===== src/rtl/sd_err_pkg.sv =====
// Shared definitions for the SD host error interrupt block: error bit map,
// reserved-bit default, register offsets and first-error FSM state type.
package sd_err_pkg;

    // Error Interrupt Status bit positions
    localparam int CMD_TO     = 0;
    localparam int CMD_CRC    = 1;
    localparam int CMD_END    = 2;
    localparam int CMD_IDX    = 3;
    localparam int DAT_TO     = 4;
    localparam int DAT_CRC    = 5;
    localparam int DAT_END    = 6;
    localparam int CUR_LIM    = 7;
    localparam int ACMD12     = 8;
    localparam int ADMA       = 9;
    localparam int VENDOR_LSB = 12;

    localparam logic [15:0] RSVD_MASK_DFLT = 16'h0C00;

    // Register offsets seen by the bus decoder
    localparam logic [7:0] OFS_ERR_STAT    = 8'h32;
    localparam logic [7:0] OFS_ERR_STAT_EN = 8'h36;
    localparam logic [7:0] OFS_ERR_SIG_EN  = 8'h3A;

    typedef enum logic {
        FE_IDLE = 1'b0,
        FE_HELD = 1'b1
    } feState_e;

endpackage


===== src/rtl/sd_err_int_ctrl_if.sv =====
// Register-bus side of the error interrupt block: byte-enabled write strobes
// from the decoder and the three register read-back values.
interface sd_err_int_ctrl_if #(
    parameter int WIDTH = 16
) ();

    logic [WIDTH/8-1:0] wr_be;
    logic               stat_wr;
    logic               stat_en_wr;
    logic               sig_en_wr;
    logic [WIDTH-1:0]   wdata;
    logic [WIDTH-1:0]   status;
    logic [WIDTH-1:0]   stat_en;
    logic [WIDTH-1:0]   sig_en;

    modport master (
        output wr_be, stat_wr, stat_en_wr, sig_en_wr, wdata,
        input  status, stat_en, sig_en
    );

    modport slave (
        input  wr_be, stat_wr, stat_en_wr, sig_en_wr, wdata,
        output status, stat_en, sig_en
    );

endinterface


===== src/rtl/sd_w1c_bit.sv =====
// One sticky status bit: set wins over clear, reserved bits stay zero.
// qNext is exposed so the parent can see the value about to be loaded.
module sd_w1c_bit (
    input  logic clk,
    input  logic rst,
    input  logic set,
    input  logic clr,
    input  logic rsvd,
    output logic q,
    output logic qNext
);

    assign qNext = ~rsvd & (set | (q & ~clr));

    // NOTE: sequential state uses <= so every flop samples pre-edge values.
    always_ff @(posedge clk) begin
        if (rst) q <= 1'b0;
        else     q <= qNext;
    end

endmodule


===== src/rtl/sd_err_int_ctrl.sv =====
// Error Interrupt Status / Status Enable / Signal Enable registers with
// masked interrupt, summary bit and first-error capture.
module sd_err_int_ctrl
    import sd_err_pkg::*;
#(
    parameter int               WIDTH     = 16,
    parameter logic [WIDTH-1:0] RSVD_MASK = RSVD_MASK_DFLT,
    parameter int               IDX_W     = 4
) (
    input  logic                clk,
    input  logic                rst,
    input  logic [WIDTH-1:0]    err_evt,
    sd_err_int_ctrl_if.slave    regBus,
    output logic                err_irq,
    output logic                err_summary,
    output logic [IDX_W-1:0]    first_err_idx,
    output logic                first_err_vld
);

    logic [WIDTH-1:0] beMask;
    logic [WIDTH-1:0] setVec;
    logic [WIDTH-1:0] clrVec;
    logic [WIDTH-1:0] statusQ;
    logic [WIDTH-1:0] statusNext;
    logic [WIDTH-1:0] statEnQ;
    logic [WIDTH-1:0] sigEnQ;
    feState_e         state;
    feState_e         stateNext;

    function automatic logic [IDX_W-1:0] lowestSet(input logic [WIDTH-1:0] v);
        lowestSet = '0;
        for (int i = WIDTH - 1; i >= 0; i--) begin
            if (v[i]) lowestSet = IDX_W'(i);
        end
    endfunction

    always_comb begin
        for (int i = 0; i < WIDTH; i++) beMask[i] = regBus.wr_be[i/8];
    end

    // Set uses the registered enable, so an enable write acts from the next cycle
    assign setVec = err_evt & statEnQ;
    assign clrVec = regBus.stat_wr ? (beMask & regBus.wdata) : '0;

    always_ff @(posedge clk) begin
        if (rst) begin
            statEnQ <= '0;
            sigEnQ  <= '0;
        end else begin
            if (regBus.stat_en_wr)
                statEnQ <= ~RSVD_MASK & ((statEnQ & ~beMask) | (regBus.wdata & beMask));
            if (regBus.sig_en_wr)
                sigEnQ  <= ~RSVD_MASK & ((sigEnQ & ~beMask) | (regBus.wdata & beMask));
        end
    end

    for (genvar i = 0; i < WIDTH; i++) begin : gStat
        sd_w1c_bit uBit (
            .clk   (clk),
            .rst   (rst),
            .set   (setVec[i]),
            .clr   (clrVec[i]),
            .rsvd  (RSVD_MASK[i]),
            .q     (statusQ[i]),
            .qNext (statusNext[i])
        );
    end

    // First-error capture FSM: state register
    always_ff @(posedge clk) begin
        if (rst) state <= FE_IDLE;
        else     state <= stateNext;
    end

    // NOTE: default assignment first so no path leaves stateNext unassigned (no latch).
    always_comb begin
        stateNext = state;
        unique case (state)
            FE_IDLE: if (statusQ == '0 && statusNext != '0) stateNext = FE_HELD;
            FE_HELD: if (statusNext == '0)                  stateNext = FE_IDLE;
        endcase
    end

    always_comb begin
        first_err_vld = (state == FE_HELD);
    end

    // Index is frozen outside the empty-to-nonempty transition, even back in IDLE
    always_ff @(posedge clk) begin
        if (rst)
            first_err_idx <= '0;
        else if (state == FE_IDLE && stateNext == FE_HELD)
            first_err_idx <= lowestSet(statusNext);
    end

    assign err_irq        = |(statusQ & sigEnQ);
    assign err_summary    = |statusQ;
    assign regBus.status  = statusQ;
    assign regBus.stat_en = statEnQ;
    assign regBus.sig_en  = sigEnQ;

endmodule

===== src/flat_wrapper.sv =====
// flat-port wrapper written by rule: the top's interface ports become plain ports
module sd_err_int_ctrl_flat import sd_err_pkg::*;
#(
    parameter int               WIDTH     = 16,
    parameter logic [WIDTH-1:0] RSVD_MASK = RSVD_MASK_DFLT,
    parameter int               IDX_W     = 4
)
  (clk, rst, err_evt, err_irq, err_summary, first_err_idx, first_err_vld, regBus_wr_be, regBus_stat_wr, regBus_stat_en_wr, regBus_sig_en_wr, regBus_wdata, regBus_status, regBus_stat_en, regBus_sig_en);
  sd_err_int_ctrl_if #(.WIDTH(WIDTH)) regBus_i ();
  input  logic clk;
  input  logic rst;
  input  logic [WIDTH-1:0] err_evt;
  output logic err_irq;
  output logic err_summary;
  output logic [IDX_W-1:0] first_err_idx;
  output logic first_err_vld;
  input wire logic [$bits(regBus_i.wr_be)-1:0] regBus_wr_be;
  input wire logic [$bits(regBus_i.stat_wr)-1:0] regBus_stat_wr;
  input wire logic [$bits(regBus_i.stat_en_wr)-1:0] regBus_stat_en_wr;
  input wire logic [$bits(regBus_i.sig_en_wr)-1:0] regBus_sig_en_wr;
  input wire logic [$bits(regBus_i.wdata)-1:0] regBus_wdata;
  output wire logic [$bits(regBus_i.status)-1:0] regBus_status;
  output wire logic [$bits(regBus_i.stat_en)-1:0] regBus_stat_en;
  output wire logic [$bits(regBus_i.sig_en)-1:0] regBus_sig_en;
  assign regBus_i.wr_be = regBus_wr_be;
  assign regBus_i.stat_wr = regBus_stat_wr;
  assign regBus_i.stat_en_wr = regBus_stat_en_wr;
  assign regBus_i.sig_en_wr = regBus_sig_en_wr;
  assign regBus_i.wdata = regBus_wdata;
  assign regBus_status = regBus_i.status;
  assign regBus_stat_en = regBus_i.stat_en;
  assign regBus_sig_en = regBus_i.sig_en;
  sd_err_int_ctrl #(.WIDTH(WIDTH), .RSVD_MASK(RSVD_MASK), .IDX_W(IDX_W)) u_core (.clk(clk), .rst(rst), .err_evt(err_evt), .regBus(regBus_i), .err_irq(err_irq), .err_summary(err_summary), .first_err_idx(first_err_idx), .first_err_vld(first_err_vld));
endmodule

===== config.mk =====
export PLATFORM = sky130hd
export DESIGN_NAME = sd_err_int_ctrl_flat
export DESIGN_NICKNAME = d
export VERILOG_FILES = /design/src/rtl/sd_err_pkg.sv /design/src/rtl/sd_err_int_ctrl_if.sv /design/src/rtl/sd_w1c_bit.sv /design/src/rtl/sd_err_int_ctrl.sv /design/src/flat_wrapper.sv
export SDC_FILE = /design/constraint.sdc
export NUM_CORES = 1
export LEC_CHECK = 0
export CAP_MARGIN = 20
export CORE_UTILIZATION = 30
export DETAILED_ROUTE_END_ITERATION = 12
export PLACE_DENSITY = 0.62
export SYNTH_ARGS = -nofsm -noshare
export SYNTH_HDL_FRONTEND = slang
export SYNTH_HIERARCHICAL = 1
export SYNTH_SLANG_ARGS = --single-unit

===== constraint.sdc =====
create_clock -name clk -period 2.9 [get_ports clk]
set_clock_uncertainty 0.05 [all_clocks]
set_input_delay 0.29 -clock clk [delete_from_list [all_inputs] [get_ports clk]]
set_output_delay 0.29 -clock clk [all_outputs]
set_load 0.02 [all_outputs]

Word level (Yosys, flattened, before mapping)
Cells that the tools add are included.
Cells by class
  muxes and demuxes: 18
  bitwise logic cells: 51
  reductions and logical operators: 7
Operators with widths (number)
  16-bit bitwise AND: 5
  4-bit 2-to-1 mux: 14
  16-bit logical NOT: 2
  16-bit OR: 2
  16-bit 2-to-1 mux: 1
  16-bit inverter: 1
  16-bit nonzero test: 1
  16-bit OR reduction: 1
  1-bit inverter: 15
  1-bit bitwise AND: 14
  1-bit OR: 14
  14-bit OR reduction: 1
  1-bit logical AND: 2
  1-bit 2-to-1 mux: 2
  1-bit case mux with 2 select lines: 1
Storage, ports and cells
  flip-flop bits (word level): 47
  input port bits: 39
  output and inout port bits: 55

Depth between registers and ports, before layout
  depth after elaboration: 19
  mapped depth: 9
  mapped depth without buffers: 7

Cells and area by module
Netlist, hierarchy kept.
By module, submodules not included
  sd_err_int_ctrl: times used 1, cells an instance 228, area an instance 1740.4 sq um, seq. area each 660.6 sq um
  sd_w1c_bit: times used 16, cells an instance 5, area an instance 55.1 sq um, seq. area each 20.0 sq um

Least setup slack after synthesis
Ideal clock, no wire load.
  path type: input-to-reg
  start: input regBus_wr_be[0]
  end: register u_core.first_err_idx[0]
  arrival time: 2455 ps
  slack: 274 ps
  stages: 9
  buffers on the path: 2
  cell sequence: clkbuf_1 clkbuf_1 and3_1 nand2b_4 a21oi_1 or4_4 nor4_4 or3_4 mux2_4
On the way
  word-level cells in the longest chain between the ends: 13
Ends and longest elaborated chain
  from (decl): RTL line flat_wrapper.sv:17  | input wire logic [$bits(regBus_i.wr_be)-1:0] regBus_wr_be;
  16-bit bitwise AND *: RTL line sd_err_int_ctrl.sv:43  | assign clrVec = regBus.stat_wr ? (beMask & regBus.wdata) : '0;
  16-bit 2-to-1 mux *: RTL line sd_err_int_ctrl.sv:43
  net u_core.clrVec[7]: RTL line sd_err_int_ctrl.sv:22  | logic [WIDTH-1:0] clrVec;
  1-bit inverter *: RTL line sd_w1c_bit.sv:13  | assign qNext = ~rsvd & (set | (q & ~clr));
  1-bit bitwise AND *: RTL line sd_w1c_bit.sv:13
  1-bit OR *: RTL line sd_w1c_bit.sv:13
  net u_core.statusNext[7]: RTL line sd_err_int_ctrl.sv:24  | logic [WIDTH-1:0] statusNext;
  4-bit 2-to-1 mux (8 in a row): RTL line sd_err_int_ctrl.sv:33  | if (v[i]) lowestSet = IDX_W'(i);
  to (signal assigned): RTL line sd_err_int_ctrl.sv:93  | first_err_idx <= lowestSet(statusNext);
  to (decl): RTL line sd_err_int_ctrl.sv:16  | output logic [IDX_W-1:0] first_err_idx,
Mark *: on every way through the listed nets, which the timed path passes. The rest lies on a longest branch.
A chain may end at the register's enable or synchronous reset.

Final worst setup path
  start: input regBus_wr_be[1]
  end: register u_core.first_err_idx[0]
RTL lines (RTL line)
  16-bit bitwise AND *: sd_err_int_ctrl.sv:43
  16-bit 2-to-1 mux *: sd_err_int_ctrl.sv:43
  net u_core.clrVec[9]: sd_err_int_ctrl.sv:22
  1-bit inverter *: sd_w1c_bit.sv:13
  1-bit bitwise AND *: sd_w1c_bit.sv:13
  1-bit OR *: sd_w1c_bit.sv:13
  net u_core.statusNext[9]: sd_err_int_ctrl.sv:24
  4-bit 2-to-1 mux (10 in a row): sd_err_int_ctrl.sv:33
Marked as above.

==> metrics <==
Area Overhead vs Synth=51.46%; CTS tree=built; drt first pass iters=4; All-Layer GR Usage=18.06%; vias in the first global route=2511; number of port buffers=87; clk root buf=clkbuf_8; hold buffers post-CTS=0; clk slew on worst S/H paths=0.09 ns; crit path DAT=2.74 ns; final setup fails=0; Nets=480; Slew HR=52.22%; grt ovf=0; worst-margin pin slew=0.7167 ns; max frequency=385.2 MHz; DR vias/cell=4.777; min Tclk post-route=2.596 ns; htree depth=2; hold path start=u_core/first_err_idx[3]$_SDFFE_PP0P_; row count=33; most common cell after layout, fill and taps aside=clkdlybuf4s50_1; DR iter-0 viols=97; Routed WL per cell=14.38 µm; EDFF count, synth=0; Core Area=0.008341 mm²; Top FF cell, synth=dfxtp_1; Fin Hold WS=0.4141 ns; critical path class=in2reg; worst reg2reg path depth=7; layout cell share with drive strength beyond 1=15.61%; Vias=2613; maximum fanout along the worst path=7; Remaining DRCs=0; Final Wtd Congestion=0.8076; status=complete, no violations; slowest CP cell=clkdlybuf4s50_1; mux contribution to synthesized area=1.146%; worst stage delay on the critical path=0.63 ns; worst hold path class=reg2reg; Seq/Total Area, Yosys=37.42%; chip width=95.48 µm; syn avg cell area=8.511 µm²; fin crit share=89.51%; Sink Count=49; Post-CTS Setup Bufs=0; YS warnings=6; IO Pins=94; Util after Layout=47.60%; Setup WS pre-CTS=-0.006644 ns; Post-Synthesis Cells=308; Synth cell types=36; Pins Over Slew Limit=0; max cap viols=0; first-pass GRT wire length=12510 µm; Synth async-reset ratio=0%; n_diodes=0; clock latency at the later pin of the worst-skew pair=0.30 ns; Critical Path RT=3.05 ns; dpl cells=539; CTS Buf Count=5; Simple-Gate Fraction of Synth Area=33.46%; Max VDD drop=0.0002488 V; detailed placement HPWL=6220 µm; die area=0.009115 mm²; DRT antenna net count=0; DIE HEIGHT=95.48 µm; r2r endpoint=u_core/first_err_idx[0]$_SDFFE_PP0P_; Synth Area in XOR/XNOR=0%; Worst Setup Start Kind=input port; Non-Filler Instances=547; Initial Util=31.43%; # fillers=817; R2R Setup Slk=0.68 ns; synthesized flop and latch total=49; PostCTS Resize Cnt=0; Post-Synth Adder-Cell Area=0%; largest net degree at the start of global routing=34; combinational family with the most area after synthesis=simple AND/OR/NAND/NOR gates; complex-gate fraction of the synthesized area=21.67%; Hold EP=u_core/first_err_idx[3]$_SDFFE_PP0P_; initial antenna violation count=0; Cell Pwr Density=404.2 mW/mm²; sequence of cells on the critical path=clkdlybuf4s50_1 -> buf_4 -> and3_1 -> nand2b_4 -> a21oi_1 -> or4_1 -> nor4_4 -> or3_4 -> mux2_4; Final Worst Setup Slack=0.3041 ns; crit end category=flop; Leak=1.490 nW; Bufs on Longest Clock Path=2; WHS Path Cells=2; Synth Cell Area=0.002621 mm²; final hold viol count=0; commonest non-fill, non-tap cells in the layout=clkdlybuf4s50_1, dfxtp_1, a21oi_1; RSZ-0062 raised after global routing=false; final WL=7868 µm
==> synthesized netlist by cell type (9+ instances only) <==
| cell | count | share of area (%) |
|---|---|---|
| nand2_1 | 33 | 4.7 |
| nand2b_4 | 16 | 8.4 |
| and2_1 | 14 | 3.3 |
| and3_1 | 16 | 3.8 |
| a21oi_1 | 45 | 8.6 |
| a211oi_2 | 16 | 7.6 |
| nor2_1 | 9 | 1.3 |
| clkbuf_1 | 14 | 2.0 |
| nand3_1 | 28 | 5.3 |
| inv_1 | 20 | 2.9 |
| dfxtp_1 | 49 | 37 |
==> critical path: cells and delay by family <==
family / cells / cell delay [ns]
buffers and inverters: 2 / 0.83
AND/OR/NAND/NOR: 5 / 1.25
multiplexers: 1 / 0.29
AO/OA/AOI/OAI: 1 / 0.09
==> report_power, final <==
part	total, mW	internal [mW]	leakage (nW)	switching, mW
Clock	0.514	0.282	0.0585	0.232
Combinational	0.361	0.182	1.03	0.179
Sequential	0.730	0.703	0.399	0.0265
Total	1.60	1.17	1.49	0.438
==> routing by layer <==
| metal | vias up | track usage [%] | part of all wire (%) |
|---|---|---|---|
| met4 | 0 | 4.602 | 0.88 |
| met1 | 1208 | 24.70 | 46 |
| li1 | 1319 | - | - |
| met2 | 80 | 29.11 | 47 |
| met5 | - | 0 | 0 |
| met3 | 6 | 3.349 | 5.8 |
==> how the worst max path moves through the flow <==
stage,end,cells after the start,from,slack [ns]
after floorplan,u_core/first_err_idx[0]$_SDFFE_PP0P_,9,regBus_wr_be[0],0.27
final,u_core/first_err_idx[0]$_SDFFE_PP0P_,9,regBus_wr_be[1],0.30
after global routing,u_core/first_err_idx[2]$_SDFFE_PP0P_,9,regBus_stat_wr,0.19
after global placement,u_core/first_err_idx[0]$_SDFFE_PP0P_,9,regBus_wr_be[1],0.03
after CTS,u_core/first_err_idx[2]$_SDFFE_PP0P_,9,regBus_wr_be[0],0.32
after detailed placement,u_core/first_err_idx[2]$_SDFFE_PP0P_,9,regBus_wr_be[0],-0.007
==> stage by stage <==
stage | TNS [ns] | instance area, µm² | total power, mW
after floorplan | 0 | 2756 | 0.9281
after global placement | 0 | 3854 | 1.101
after detailed placement | -0.01292 | 3854 | 1.105
after CTS | 0 | 3970 | 1.617
after global routing | 0 | 3970 | 1.678
final | 0 | 3970 | 1.605
==> logic make-up (layout without fill, tap and decap cells) <==
family,after synthesis,in the layout
mux,2,2
simple gates,138,138
compound gates,79,79
buf+inv,38,136
other cells,2,38
flops,49,49
==> area by class of cell <==
type                       count  area, µm²  share of cell area, %
tap                          105      131.4                  3.309
sequential                    49      980.9                  24.71
multi-input combinational    257       1618                  40.75
timing repair buffer         108       1049                  26.41
clock inverter                 1      30.03                 0.7564
inverter                      20      75.07                  1.891
clock buffer                   7      86.33                  2.175
(Power assumes the default switching activity.)
